==> config.mk <==
export PLATFORM = sky130hd
export DESIGN_NAME = ram_arbiter
export DESIGN_NICKNAME = d
export VERILOG_FILES = /design/src/rtl/ram_arbiter_pkg.sv /design/src/rtl/ram_sync.sv /design/src/rtl/ram_arbiter.sv
export SDC_FILE = /design/constraint.sdc
export NUM_CORES = 1
export LEC_CHECK = 0
export CORE_MARGIN = 5
export CORE_UTILIZATION = 61
export DETAILED_ROUTE_END_ITERATION = 10
export PLACE_DENSITY = 0.79
export SYNTH_ARGS = -nofsm -noshare
export SYNTH_HDL_FRONTEND = slang
export SYNTH_SLANG_ARGS = --single-unit
==> constraint.sdc <==
create_clock -name clk -period 5.3 [get_ports clk]
set_input_delay 0.53 -clock clk [delete_from_list [all_inputs] [get_ports clk]]
set_output_delay 0.53 -clock clk [all_outputs]
set_load 0.01 [all_outputs]
==> src/rtl/ram_arbiter_pkg.sv <==
// ram_arbiter_pkg
// Shared definitions for the two-master RAM arbiter:
//   - default geometry of the shared RAM (ADDR_W, DATA_W, DEPTH)
//   - FSM state encoding (IDLE / ACCESS / RESP)
//   - round-robin pick helper
package ram_arbiter_pkg;

    localparam int ADDR_W = 5;
    localparam int DATA_W = 32;
    localparam int DEPTH  = 32;

    typedef enum logic [1:0] {
        IDLE   = 2'd0,
        ACCESS = 2'd1,
        RESP   = 2'd2
    } state_e;

    // Returns the index of the master to grant. last_grant is the master
    // granted most recently; on contention the other one wins. The result
    // is only meaningful when at least one request is high.
    function automatic logic rr_pick(input logic req0,
                                     input logic req1,
                                     input logic last_grant);
        if (req0 && req1) begin
            return ~last_grant;
        end
        return req1;
    endfunction

endpackage

==> src/rtl/ram_sync.sv <==
// ram_sync
// Single-port synchronous RAM, DEPTH x DATA_W, read-first.
// Ports:
//   clk      in   clock
//   writeOn  in   write enable (mem[address] <= data_in at the rising edge)
//   address  in   word address
//   data_in  in   write data
//   data_out out  registered read data: mem[address] one clock later
// Contents are never cleared.
module ram_sync #(
    parameter int ADDR_W = ram_arbiter_pkg::ADDR_W,
    parameter int DATA_W = ram_arbiter_pkg::DATA_W,
    parameter int DEPTH  = ram_arbiter_pkg::DEPTH
) (
    input  logic              clk,
    input  logic              writeOn,
    input  logic [ADDR_W-1:0] address,
    input  logic [DATA_W-1:0] data_in,
    output logic [DATA_W-1:0] data_out
);

    logic [DATA_W-1:0] mem [DEPTH];

    always_ff @(posedge clk) begin
        if (writeOn) begin
            mem[address] <= data_in;
        end
        data_out <= mem[address];
    end

endmodule

==> src/rtl/ram_arbiter.sv <==
// ram_arbiter
// Shares one ram_sync instance between two masters with round-robin
// arbitration. One access takes three cycles: IDLE (grant + latch command),
// ACCESS (RAM driven from the latched command), RESP (ack + read data).
// Ports:
//   clk, rst               clock, synchronous active-high reset
//   reqN, weN, addrN, wdataN  request and command from master N (0/1)
//   gntN                   one-cycle pulse: command accepted
//   ackN                   one-cycle pulse: access complete (2 cycles after gntN)
//   rdataN                 read data, updated in the ackN cycle of a read, held otherwise
module ram_arbiter #(
    parameter int ADDR_W = ram_arbiter_pkg::ADDR_W,
    parameter int DATA_W = ram_arbiter_pkg::DATA_W,
    parameter int DEPTH  = ram_arbiter_pkg::DEPTH
) (
    input  logic              clk,
    input  logic              rst,
    input  logic              req0,
    input  logic              we0,
    input  logic [ADDR_W-1:0] addr0,
    input  logic [DATA_W-1:0] wdata0,
    input  logic              req1,
    input  logic              we1,
    input  logic [ADDR_W-1:0] addr1,
    input  logic [DATA_W-1:0] wdata1,
    output logic              gnt0,
    output logic              gnt1,
    output logic              ack0,
    output logic              ack1,
    output logic [DATA_W-1:0] rdata0,
    output logic [DATA_W-1:0] rdata1
);

    import ram_arbiter_pkg::*;

    state_e            state_q, state_d;
    logic              last_q, last_d;      // master granted most recently
    logic              owner_q, owner_d;    // master owning the access in flight
    logic              we_q, we_d;
    logic [ADDR_W-1:0] addr_q, addr_d;
    logic [DATA_W-1:0] wdata_q, wdata_d;

    logic              grant_valid;
    logic              grant_id;
    logic [1:0]        gnt_v;
    logic [1:0]        ack_v;
    logic              ram_we;
    logic [DATA_W-1:0] ram_dout;
    logic [DATA_W-1:0] rdata_q [2];
    logic [DATA_W-1:0] rdata_d [2];

    // ---------------- FSM: state register ----------------
    always_ff @(posedge clk) begin
        if (rst) begin
            state_q <= IDLE;
        end else begin
            state_q <= state_d;
        end
    end

    // ---------------- FSM: next state ----------------
    always_comb begin
        state_d = state_q;
        case (state_q)
            IDLE:    if (req0 || req1) state_d = ACCESS;
            ACCESS:  state_d = RESP;
            RESP:    state_d = IDLE;
            default: state_d = IDLE;
        endcase
    end

    // ---------------- FSM: outputs ----------------
    // Grants, acks and the RAM write strobe are all gated by rst so that a
    // reset cycle neither accepts a command nor completes a pending one.
    always_comb begin
        grant_id    = rr_pick(req0, req1, last_q);
        grant_valid = (state_q == IDLE) && (req0 || req1) && !rst;
        gnt_v       = '0;
        ack_v       = '0;
        if (grant_valid) begin
            gnt_v[grant_id] = 1'b1;
        end
        if ((state_q == RESP) && !rst) begin
            ack_v[owner_q] = 1'b1;
        end
        ram_we = (state_q == ACCESS) && we_q && !rst;
    end

    // ---------------- command latch / round-robin pointer ----------------
    always_comb begin
        last_d  = last_q;
        owner_d = owner_q;
        we_d    = we_q;
        addr_d  = addr_q;
        wdata_d = wdata_q;
        if (grant_valid) begin
            last_d  = grant_id;
            owner_d = grant_id;
            we_d    = grant_id ? we1    : we0;
            addr_d  = grant_id ? addr1  : addr0;
            wdata_d = grant_id ? wdata1 : wdata0;
        end
    end

    always_ff @(posedge clk) begin
        if (rst) begin
            last_q  <= 1'b1;    // master 0 wins the first contention
            owner_q <= 1'b0;
            we_q    <= 1'b0;
            addr_q  <= '0;
            wdata_q <= '0;
        end else begin
            last_q  <= last_d;
            owner_q <= owner_d;
            we_q    <= we_d;
            addr_q  <= addr_d;
            wdata_q <= wdata_d;
        end
    end

    // ---------------- per-master read data ----------------
    // The RESP cycle passes the RAM output straight through; the register
    // captures it so the value is held until the next read ack.
    genvar gi;
    generate
        for (gi = 0; gi < 2; gi++) begin : g_master
            always_comb begin
                rdata_d[gi] = rdata_q[gi];
                if (ack_v[gi] && !we_q) begin
                    rdata_d[gi] = ram_dout;
                end
            end

            always_ff @(posedge clk) begin
                if (rst) begin
                    rdata_q[gi] <= '0;
                end else begin
                    rdata_q[gi] <= rdata_d[gi];
                end
            end
        end
    endgenerate

    assign gnt0   = gnt_v[0];
    assign gnt1   = gnt_v[1];
    assign ack0   = ack_v[0];
    assign ack1   = ack_v[1];
    assign rdata0 = rdata_d[0];
    assign rdata1 = rdata_d[1];

    // ---------------- shared RAM ----------------
    ram_sync #(
        .ADDR_W (ADDR_W),
        .DATA_W (DATA_W),
        .DEPTH  (DEPTH)
    ) u_ram (
        .clk      (clk),
        .writeOn  (ram_we),
        .address  (addr_q),
        .data_in  (wdata_q),
        .data_out (ram_dout)
    );

endmodule

==> qor.yml, run 1 <==
power:
  p_leak_uw: 0.0164
  p_per_area_mw_per_mm2: 387
  p_total_uw: 19500
  peakVddDrop_mv: 0.245
synth:
  syn_avg_cell_area_um2: 17.5
  muxShareOfSynthArea_pct: 14.2
  synth_xor_area_share_pct: 0
  synth_seq_area_share_pct: 76.3
  synth_warnings: 0
  async_reset_ff_share_pct: 0
  yosys.area_share.simple_pct: 3.56
  synth_cell_types: 40
  synth-edff-count: 1024
  synth_fa_ha_area_share_pct: 0
  post-synth-top-count-cell: "edfxtp_1"
  synth_top_cell_by_area: "edfxtp_1"
  synth_top_family_by_area: "multiplexers"
  synth_compound_area_share_pct: 4.34
  synth_nets: 2588
  synth_cells: 2508
  synthTopCellsByArea: "edfxtp_1 (70%), mux2i_1 (13%), dfxtp_1 (6.3%)"
  netlist.area_leader.share_pct: 70.0
  netlist_area_mm2: 0.0439
  synth_seq_cells: 1162
  synth-main-ff-cell: "edfxtp_1"
  synth.top_cells.by_count: "edfxtp_1 (1024), mux2i_1 (550), o22ai_1 (256)"
placement:
  port_buffers: 147
  dp_hpwl_um: 60200
  dp.cells: 3516
  place.gp.congestion: 0.858
clock_tree:
  post_cts_buffers: 0
  clock-sinks: 1162
  cts_buffers: 110
  clk_pin_slew_worst_paths_ns: 0.06
  cts.htree.levels: 3
  clock-root-buffer: "clkbuf_16"
  postCtsResizedCells: 0
  cts_tree: "done"
  cts.path.max_buffers: 3
  clkLatencyLatePin_ns: 0.67
  holdBufCountCts: 0
sta:
  max_freq_mhz: 259
  tightest_slew_ns: 1.40
  slew_viol_final: 0
  relSlewSlack_pct: 6.53
  fin_hold_ws_ns: 0.423
  hold_violations: 0
  setup_viol: 0
  rsz0062_at_grt: "no"
  skew_ns: 0.0204
  fin_crit_ns: 3.86
  post-route-period-util_pct: 72.8
  final.setup.tns_ns: 0
detailed_routing:
  totalWireLength_um: 103000
  dr.pass1.iters: 5
  routedWlPerCell_um: 27.7
  vias: 24000
  postRouteAntennaNets: 0
  drt-vias-per-instance: 6.43
  drc_errors: 0
  drt_first_iter_violations: 3009
finish:
  layout-drive-gt1-share_pct: 12.1
  antenna-diode-count: 0
  instances_no_fill: 3725
  syn_to_final_growth_pct: 14.7
  fin_nets: 2758
  final_util_pct: 70.4
die:
  rows: 98
  die_w_um: 278
  die_height_um: 278
  die_area_mm2: 0.0775
  start_util_pct: 61.4
  ios: 148
  core_area_mm2: 0.0715
outcome:
  status: "completed"
grt:
  use_met1_pct: 37.4
  grt-ovfl-total: 0
  grt_util_met2_pct: 39.9
  grt_first_pass_wirelength_um: 152000
  top_usage_layer: "met2"
  grt_start_max_net_pins: 113
  antenna_found_initial: 6
  grt_util_met3_pct: 7.97
  grt_pass1_vias: 23700
  track_usage_pct: 26.1
critical_path:
  worst-path-max-fanout: 32
  critPathCaptureType: "primary output"
  crit_type: "register to primary output"
  cp-start-kind: "register"
  required_ns: 4.77
  worstPathArrival_ns: 3.33
flow_run:
  maxCapViolations: 0
hold_path:
  hold_path_class: "input port to register"
-- flip-flops by register name, summed over array words and instances (netlist names) --
| signal | cells |
|---|---|
| rdata_q | 64 |
| last_q | 1 |
| wdata_q | 32 |
| state_q | 2 |
| we_q | 1 |
| u_ram.mem | 1024 |
| addr_q | 5 |
| owner_q | 1 |
| u_ram.data_out | 32 |
-- layout by cell type, fill, tap and decap left out, types with 5 or more instances in the layout --
cell / count
mux2_1: 12
nor2_1: 44
edfxtp_1: 1024
clkbuf_8: 7
nand2_1: 38
clkinv_2: 27
mux2i_1: 550
buf_4: 67
mux2_2: 52
nor4_1: 64
dfxtp_1: 137
nor2_4: 28
bufinv_16: 10
clkbuf_1: 26
clkbuf_16: 116
o22ai_1: 256
nor2b_1: 56
nand4bb_2: 5
clkinv_1: 15
and2b_1: 10
a211oi_1: 38
clkdlybuf4s50_1: 146
-- critical path: stages (launching register included) --
cell and delay, ns:
dfxtp_1 0.72, or3b_1 0.46, nor3_4 0.12, buf_4 0.44, mux2_2 0.41, clkdlybuf4s50_1 0.49
-- cell type report --
type / instances / area [um^2]
Clock buffer: 149 / 3100
Sequential cell: 1162 / 33500
Multi-Input combinational cell: 1188 / 9960
Clock inverter: 60 / 566
Fill cell: 4221 / 21100
Timing Repair Buffer: 216 / 2020
Tap cell: 950 / 1190
-- power breakdown --
group	total (uW)	switching, uW	internal [uW]
Combinational	1270	805	468
Clock	7850	3270	4580
Sequential	10300	187	10200
-- final timing paths --
check | from | slack, ns | depth (start not counted) | end
worst max-delay path | state_q[1] | 1.44 | 5 | rdata0[12]
worst min register to register | wdata_q[21] | 0.50 | 2 | wdata_q[21]
worst min-delay path | rst | 0.42 | 2 | owner_q
worst max register to register | addr_q[4] | 1.51 | 5 | u_ram.data_out[8]
-- per-layer routing --
metal	share of wire, %	vias to the layer above
met5	0.040	-
met4	2.6	6
met3	12	198
met2	46	1426
met1	39	12000
li1	-	10300
-- per-stage QoR --
stage / cell area [um^2] / worst slack (ns)
after floorplan: 43900 / 1.19
after global placement: 46700 / 1.71
after detailed placement: 46700 / 1.60
after CTS: 50400 / 1.48
after global routing: 50400 / 1.38
final: 50400 / 1.44
-- cell families (layout without fill, tap and decap cells) --
kind of cell	Yosys count	after routing
DFF	1162	1162
AOI/OAI and AO/OA	296	296
buffers and inverters	158	425
and+or+nand+nor	278	278
muxes	614	614
(Power assumes the default switching activity.)
==> inputs of run 2 (changes only) <==
Clock period 5.3 ns to 3.8 ns, I/O delays scaled along.
==> run 2 against run 1 <==
  * Highest routed layer unchanged
  * Sequential power is 42% higher
  * Clock skew is 0.0055 ns higher
  * Global-route usage is 0.22 points lower
  * Combinational power is 21% higher
  * Largest cell class unchanged
  * Critical endpoint is now rdata0[28]
  * Sequential share of layout area is 0.83 points lower
==> qor.yml, run 2 (synthesized netlist as in run 1, its figures left out) <==
finish:
  syn_to_final_growth_pct: 16.1
  layout_commonest_cell: "edfxtp_1"
  largest_reg_flops: 1024  # unchanged
  final_cell_mix: "edfxtp_1 (1024), mux2i_1 (550), o22ai_1 (256)"
  fin_nets: 2796  # +1.4%
  layout-drive-gt1-share_pct: 13.8  # +1.7 points
  top_regs: "u_ram.mem (1024), rdata_q (64)"
  final_util_pct: 71.3  # +0.89 points
  antenna-diode-count: 0  # unchanged
  top_register: "u_ram.mem"
placement:
  dp_hpwl_um: 58300  # -3.1%
  port_buffers: 147  # unchanged
  place.gp.congestion: 0.877  # +2.2%
  pre_cts_slack_ns: 0.464  # -1.13 ns
sta:
  hold_violations: 0  # unchanged
  relSlewSlack_pct: 9.74  # +3.2 points
  post-route-period-util_pct: 93.0
  slew_viol_final: 0  # unchanged
  final.setup.tns_ns: 0  # unchanged
  setup_viol: 0  # unchanged
  max_freq_mhz: 283
  rsz0062_at_grt: "no"
  fin_ws_ns: 0.265  # -1.18 ns
  tightest_slew_ns: 1.35  # -0.0501 ns
  skew_ns: 0.0259  # +0.00550 ns
  fin_crit_ns: 3.54
die:
  rows: 98  # unchanged
  start_util_pct: 61.4  # unchanged
  die_height_um: 278  # unchanged
  ios: 148  # unchanged
  die_area_mm2: 0.0775  # unchanged
  core_area_mm2: 0.0715  # unchanged
  die_w_um: 278  # unchanged
critical_path:
  cp_slowest_cell: "clkdlybuf4s50_1"
  worstPathArrival_ns: 3.16  # -0.17 ns
  worst-path-max-fanout: 32  # unchanged
  crit_type: "register to primary output"
  cp-start-kind: "register"
  required_ns: 3.42  # -1.35 ns
  crit_buf_inv: 3  # +1
  critPathCaptureType: "primary output"
  path_cells: "buf_4 > or3b_1 > nor3_4 > buf_4 > mux2_1 > clkdlybuf4s50_1"
  cp_top_family: "buffers and inverters"
  critPathMaxStageDelay_ns: 0.51  # -0.21 ns
  critPathMostFrequentCell: "buf_4"
clock_tree:
  cts_tree: "done"
  clk_pin_slew_worst_paths_ns: 0.06  # about the same
  clkLatencyLatePin_ns: 0.67  # about the same
  postCtsResizedCells: 0  # unchanged
  cts.htree.levels: 3  # unchanged
  holdBufCountCts: 0  # unchanged
  clock-root-buffer: "clkbuf_16"
  cts.path.max_buffers: 3  # unchanged
  clock-sinks: 1162  # unchanged
  cts_buffers: 111  # +0.91%
  post_cts_buffers: 0  # unchanged
detailed_routing:
  drt_first_iter_violations: 2820  # -6.3%
  dr.pass1.iters: 8  # +3
  vias: 24000  # -0.063%
  drc_errors: 0  # unchanged
  totalWireLength_um: 103000  # -0.41%
  routedWlPerCell_um: 27.3  # -1.5%
  postRouteAntennaNets: 0  # unchanged
  drt-vias-per-instance: 6.36  # -1.1%
grt:
  top_usage_layer: "met2"
  antenna_found_initial: 5  # -1
  grt-ovfl-total: 0  # unchanged
  track_usage_pct: 25.9  # -0.22 points
  grt_util_met3_pct: 6.78  # -1.2 points
  use_met1_pct: 35.4  # -2.0 points
  grt_pass1_vias: 24000  # +1.4%
  grt_start_max_net_pins: 78  # -31%
  grt_util_met2_pct: 41.4  # +1.6 points
  grt_first_pass_wirelength_um: 150000  # -1.5%
power:
  p_per_area_mw_per_mm2: 534  # +38%
  peakVddDrop_mv: 0.443  # +80%
  p_leak_uw: 0.0167  # +1.8%
outcome:
  status: "completed"
flow_run:
  maxCapViolations: 0  # unchanged
hold_path:
  hold_path_class: "input port to register"
==> run 2: cell type report <==
cell class              instances  area [um^2]
repair buffers                253         2530
multi-input cells            1188         9990
clock inverters                62          517
fillers                      4153        20500
well taps                     950         1190
clock buffers                 150         3250
flip-flops and latches       1162        33500
==> run 2: stage by stage <==
stage / hold WS [ns] / instance area, um^2 / power (uW) / instances
4_1_cts: 0.343 / 51000 / 27300 / 3765
5_1_grt: 0.390 / 51000 / 28000 / 3765
2_1_floorplan: 0.459 / 43900 / 15600 / 2508
3_5_place_dp: 0.486 / 47200 / 16400 / 3553
6_report: 0.365 / 51000 / 27200 / 3765
3_3_place_gp: 0.466 / 47200 / 16300 / 3553
==> run 2: report_power, final <==
group	internal, uW	switching [uW]	leakage, uW
Clock	6470	4630	0.00186
Sequential	14200	424	0.0107
Combinational	664	872	0.00418
Total	21300	5920	0.0167
==> run 2: path summary, 6_finish.rpt <==
check / endpoint / slack (ns) / cells past startpoint / start
hold / removal: wdata_q[2] / 0.37 / 3 / wdata0[2]
setup reg to reg: u_ram.data_out[22] / 0.37 / 4 / addr_q[3]
hold reg to reg: last_q / 0.51 / 1 / last_q
setup / recovery: rdata0[28] / 0.26 / 6 / state_q[0]
==> run 2: worst register-to-register path: cells and delay by family (launching register included) <==
kind / cells / cell delay, ns
compound gates: 1 / 0.28
simple gates: 3 / 2.17
flops: 1 / 0.78
==> run 2: metal layers <==
metal	vias up	share of wire, %
met3	239	12
met4	8	3.2
met5	-	0.18
li1	10400	-
met1	12000	38
met2	1311	47
==> inputs of run 3 (changes only) <==
Settings changed: CORE_UTILIZATION 61 to 31, PLACE_DENSITY 0.79 to default, PLACE_DENSITY_LB_ADDON from default to 0.3.
==> run 3 against run 2 <==
  * Die area rose by 93%
  * Via count is 3.9% lower
  * Global-route usage is 11 points lower
  * Total power grew 2.4%
  * Setup slack lost 0.012 ns
  * Flip-flop and latch count stayed put
  * First-iteration DRC count decreased by 32%
  * Count of clock-buffer cells in the layout is 4 lower
  * Combinational power up 6%
  * Worst hold slack lost 0.025 ns
  * Final cell count up 26%
  * Critical path type unchanged
  * Critical endpoint is now rdata0[13]
  * Largest cell class unchanged
==> qor.yml, run 3 (synthesized netlist as in run 1, its figures left out) <==
outcome:
  status: "completed"
clock_tree:
  cts_tree: "done"
  postCtsResizedCells: 0  # unchanged
  clkLatencyLatePin_ns: 0.70  # +0.03 ns
  clock-sinks: 1162  # unchanged
  cts.path.max_buffers: 3  # unchanged
  clk_pin_slew_worst_paths_ns: 0.06  # about the same
  cts_buffers: 118  # +6.3%
  cts.htree.levels: 3  # unchanged
  holdBufCountCts: 0  # unchanged
  post_cts_buffers: 0  # unchanged
  clock-root-buffer: "clkbuf_16"
critical_path:
  path_cells: "or3b_1 > nor3_4 > buf_4 > mux2_2 > clkdlybuf4s50_1"
  worst-path-max-fanout: 32  # unchanged
  cp_top_family: "buffers and inverters"
  rr_worst_depth: 6  # +2
  cp-start-kind: "register"
  required_ns: 3.42  # about the same
  crit-reg2reg-capture: "u_ram.data_out[3]"
  ff2ff_setup_slack_ns: 0.38  # about the same
  critPathCaptureType: "primary output"
  worstPathArrival_ns: 3.17  # about the same
  rr_startpoint: "addr_q[1]"
  critPathMaxStageDelay_ns: 0.49  # -0.02 ns
  crit_type: "register to primary output"
  crit_buf_inv: 2  # -1
  cp_slowest_cell: "clkdlybuf4s50_1"
sta:
  max_freq_mhz: 282  # -0.34%
  fin_ws_ns: 0.253  # -0.0119 ns
  slew_viol_final: 0  # unchanged
  fin_crit_ns: 3.55  # +0.0119 ns
  hold_violations: 0  # unchanged
  rsz0062_at_grt: "no"
  relSlewSlack_pct: 5.31  # -4.4 points
  setup_viol: 0  # unchanged
  post-route-period-util_pct: 93.4  # +0.31 points
  tightest_slew_ns: 1.42  # +0.0684 ns
  skew_ns: 0.0222  # -0.00375 ns
  final.setup.tns_ns: 0  # unchanged
detailed_routing:
  drc_errors: 0  # unchanged
  drt_first_iter_violations: 1921  # -32%
  drt-vias-per-instance: 4.84  # -24%
  routedWlPerCell_um: 23.6  # -13%
  postRouteAntennaNets: 0  # unchanged
  vias: 23000  # -3.9%
  totalWireLength_um: 112000  # +9.4%
  dr.pass1.iters: 5  # -3
hold_path:
  hold_end: "wdata_q[26]"
  hold_path_class: "input port to register"
  min_path_cells: 3  # unchanged
  min-delay-start: "wdata0[26]"
power:
  p_leak_uw: 0.0171  # +2.1%
  peakVddDrop_mv: 0.402  # -9.2%
  p_per_area_mw_per_mm2: 526  # -1.4%
placement:
  dp.cells: 4531  # +28%
  place.gp.congestion: 0.761  # -13%
  pre_cts_slack_ns: 0.292  # -0.172 ns
  port_buffers: 147  # unchanged
  dp_hpwl_um: 66300  # +14%
  place_area_mm2: 0.0490  # +3.7%
finish:
  layout_commonest_cell: "edfxtp_1"
  top_register: "u_ram.mem"
  instances_no_fill: 4759  # +26%
  layout-drive-gt1-share_pct: 14.8  # +0.98 points
  final_area_mm2: 0.0529  # +3.8%
  largest_reg_flops: 1024  # unchanged
  fillers: 13200  # +220%
  top_regs: "u_ram.mem (1024), rdata_q (64)"
  syn_to_final_growth_pct: 20.6
  final_cell_mix: "edfxtp_1 (1024), mux2i_1 (550), o22ai_1 (256)"
  fin_nets: 2841  # +1.6%
grt:
  grt_first_pass_wirelength_um: 162000  # +7.9%
  grt-ovfl-total: 0  # unchanged
  track_usage_pct: 14.8  # -11 points
  grt_pass1_vias: 22900  # -4.6%
  antenna_found_initial: 2  # -3
  grt_start_max_net_pins: 78  # unchanged
die:
  rows: 138  # +41%
  start_util_pct: 31.1  # -30 points
  core_area_mm2: 0.141  # +98%
  die_height_um: 386  # +39%
  ios: 148  # unchanged
  die_area_mm2: 0.149  # +93%
  die_w_um: 386  # +39%
flow_run:
  maxCapViolations: 0  # unchanged
==> run 3: changes by cell type in the layout (fill, tap and decap cells not counted), sizes merged <==
cell / before / now
buf: 107 / 145
clkinvlp: 6 / 2
clkbuf: 150 / 146
bufinv: 7 / 14
inv: 4 / 3
clkinv: 45 / 60
diode: 0 / 3
==> run 3: cell type report <==
cell class / count / area, um^2 / share of cell area (%)
Sequential cell: 1162 / 33500 / 63.3
Clock buffer: 146 / 3100 / 5.85
Antenna cell: 3 / 7.51 / 0.0142
Clock inverter: 79 / 842 / 1.59
Tap cell: 1890 / 2360 / 4.47
Multi-Input combinational cell: 1188 / 10000 / 18.9
Timing Repair Buffer: 291 / 3100 / 5.86
==> run 3: tightest hold or removal path, stage by stage <==
cell             delay [ns]
clkdlybuf4s50_1        0.39
mux2i_1                0.12
a211oi_1               0.08
==> run 3: how the worst max path moves through the flow <==
| stage | start | end | slack (ns) | cells after the start |
|---|---|---|---|---|
| 3_3_place_gp | addr_q[1] | u_ram.data_out[2] | 0.15 | 6 |
| 6_report | state_q[1] | rdata0[13] | 0.25 | 5 |
| 3_5_place_dp | addr_q[1] | u_ram.data_out[20] | 0.29 | 7 |
| 4_1_cts | state_q[1] | rdata0[13] | 0.17 | 5 |
| 2_1_floorplan | rst | u_ram.mem[28][0] | 0.70 | 6 |
| 5_1_grt | state_q[1] | rdata0[13] | 0.08 | 5 |
==> run 3: power by group <==
part / internal, uW / total [uW] / leakage, uW / switching [uW]
clock: 6760 / 11700 / 0.00192 / 4890
sequential: 14200 / 14600 / 0.0107 / 412
combinational: 711 / 1640 / 0.00447 / 925
==> run 3: metal layers <==
metal	up-vias	global-route usage (%)	part of all wire, %
li1	10500	-	-
met1	11700	21.4	47
met2	620	23.3	45
met3	143	2.60	6.0
met4	0	3.53	1.9
met5	-	0	0
==> run 3: stage by stage <==
| step | power (uW) | utilization (%) | hold slack (ns) |
|---|---|---|---|
| 2_1_floorplan | 15600 | - | 0.459 |
| 3_3_place_gp | 16500 | 34.7 | 0.469 |
| 3_5_place_dp | 16500 | 34.7 | 0.484 |
| 4_1_cts | 28200 | 37.5 | 0.295 |
| 5_1_grt | 28900 | 37.5 | 0.338 |
| 6_report | 27900 | 37.5 | 0.340 |
==> edit (config.mk and constraints of run 3) <==
Re-encode `state_e` (3 states) as one-hot, 3 bits wide.
--- a/src/rtl/ram_arbiter_pkg.sv
+++ b/src/rtl/ram_arbiter_pkg.sv
@@ -9,10 +9,10 @@
     localparam int DATA_W = 32;
     localparam int DEPTH  = 32;
 
-    typedef enum logic [1:0] {
-        IDLE   = 2'd0,
-        ACCESS = 2'd1,
-        RESP   = 2'd2
+    typedef enum logic [2:0] {
+        IDLE   = 3'b001,
+        ACCESS = 3'b010,
+        RESP   = 3'b100
     } state_e;
 
     // Returns the index of the master to grant. last_grant is the master
Check against the original RTL: no difference found for any inputs over 4 cycles, from zero or initial values and one cycle with rst high; so few cycles prove little.
==> edit against run 3 <==
  * Area after synthesis up 0.33%
  * Synthesized cell count about the same
  * Setup slack better by 190 ps
  * Register-to-register slack better by 260 ps
  * Wire length up 12%
  * Via count up 2.7%
  * Sequential cell count up 1
  * Power up 4.2%
  * Cell area down 0.46%
==> edit: results <==
[clock_tree]
cts_buffers = 116
path_clk_slew_ps = 60

[pwr]
power.leakage_nw = 17.17
swShare = 0.2409
power_density_nw_per_um2 = 551.1
vdd_ir_drop_max_mv = 0.4285
p_clk_frac = 0.392

[global_route]
antenna_found_initial = 0
grt_usage = 0.1611
grt_pass1_vias = 22740
use_met2 = 0.2499
grt_max_degree = 68
met1_usage = 0.2282
grt_pass1_wl_um = 175100
grt.met3_usage = 0.03951

[critical_path]
cp-startpoint = "state_q[0]"
cpPeakStageDelay_ps = 570
critical_path_arrival_ps = 2980
crit_slowest_cell = "or4b_4"
r2r_cells = 5

[route]
viasPerCell = 4.978
met2WireLength_um = 56440
wl_met1_um = 56270
drt-wirelength-per-cell_um = 26.41
drtIter0Drc = 2174
route.met3.wl_um = 10210

[sta]
worstMarginPinSlew_ps = 1268
fin_worst_skew_ps = 32.70
whs_ps = 377.2

[hold_path]
hold_path.class = "primary input to flop"
min_from = "wdata0[2]"

[logic_synthesis]
avgSynthCellArea_um2 = 17.58
synth_cell_types = 38
synth_commonest_cells = "edfxtp_1, mux2i_1, o22ai_1, dfxtp_1, clkbuf_1"
synth-edff-count = 1024
yosys.area_share.adder = 0
ys_top_cells_by_area = "edfxtp_1, mux2i_1, dfxtp_1"
synth_mux_area_frac = 0.1439
synth_nets = 2587
synth_compound_area_frac = 0.04350

[final_layout]
fillers = 12980
drive_above_1_share = 0.1494
nets = 2837

[placed_design]
placed_cells = 4528
pre_cts_slack_ps = 628.7

[run_status]
status = "completed"
## edit: cell count changes in the layout (fill, tap and decap cells not counted), sizes merged, moves of 2 or more
cell      change
inv           -2
nor2b        -22
bufinv        -3
clkinv       -15
diode         -3
buf           -4
nor4b         +2
clkbuf       +10
and2b        +20
nand2b        -2
clkinvlp      +4
nand3b        +3
## edit: final cells by class
| type | count | area [um^2] | area share |
|---|---|---|---|
| Clock buffer | 156 | 3166 | 0.06006 |
| Tap cell | 1890 | 2365 | 0.04487 |
| Clock inverter | 63 | 633.1 | 0.01201 |
| Sequential cell | 1163 | 33540 | 0.6363 |
| Multi-Input combinational cell | 1188 | 10210 | 0.1938 |
| Timing Repair Buffer | 288 | 2793 | 0.05299 |
## edit: worst paths after layout
path                  endpoint  slack (ps)
max                  rdata0[0]         440
min                 wdata_q[2]         380
max reg2reg  u_ram.mem[16][29]         640
min reg2reg         state_q[2]         500
## edit: timing repair
action	in CTS	in global routing
hold buffers	1	0
setup endpoints to repair	0	0
hold endpoints to repair	2	0
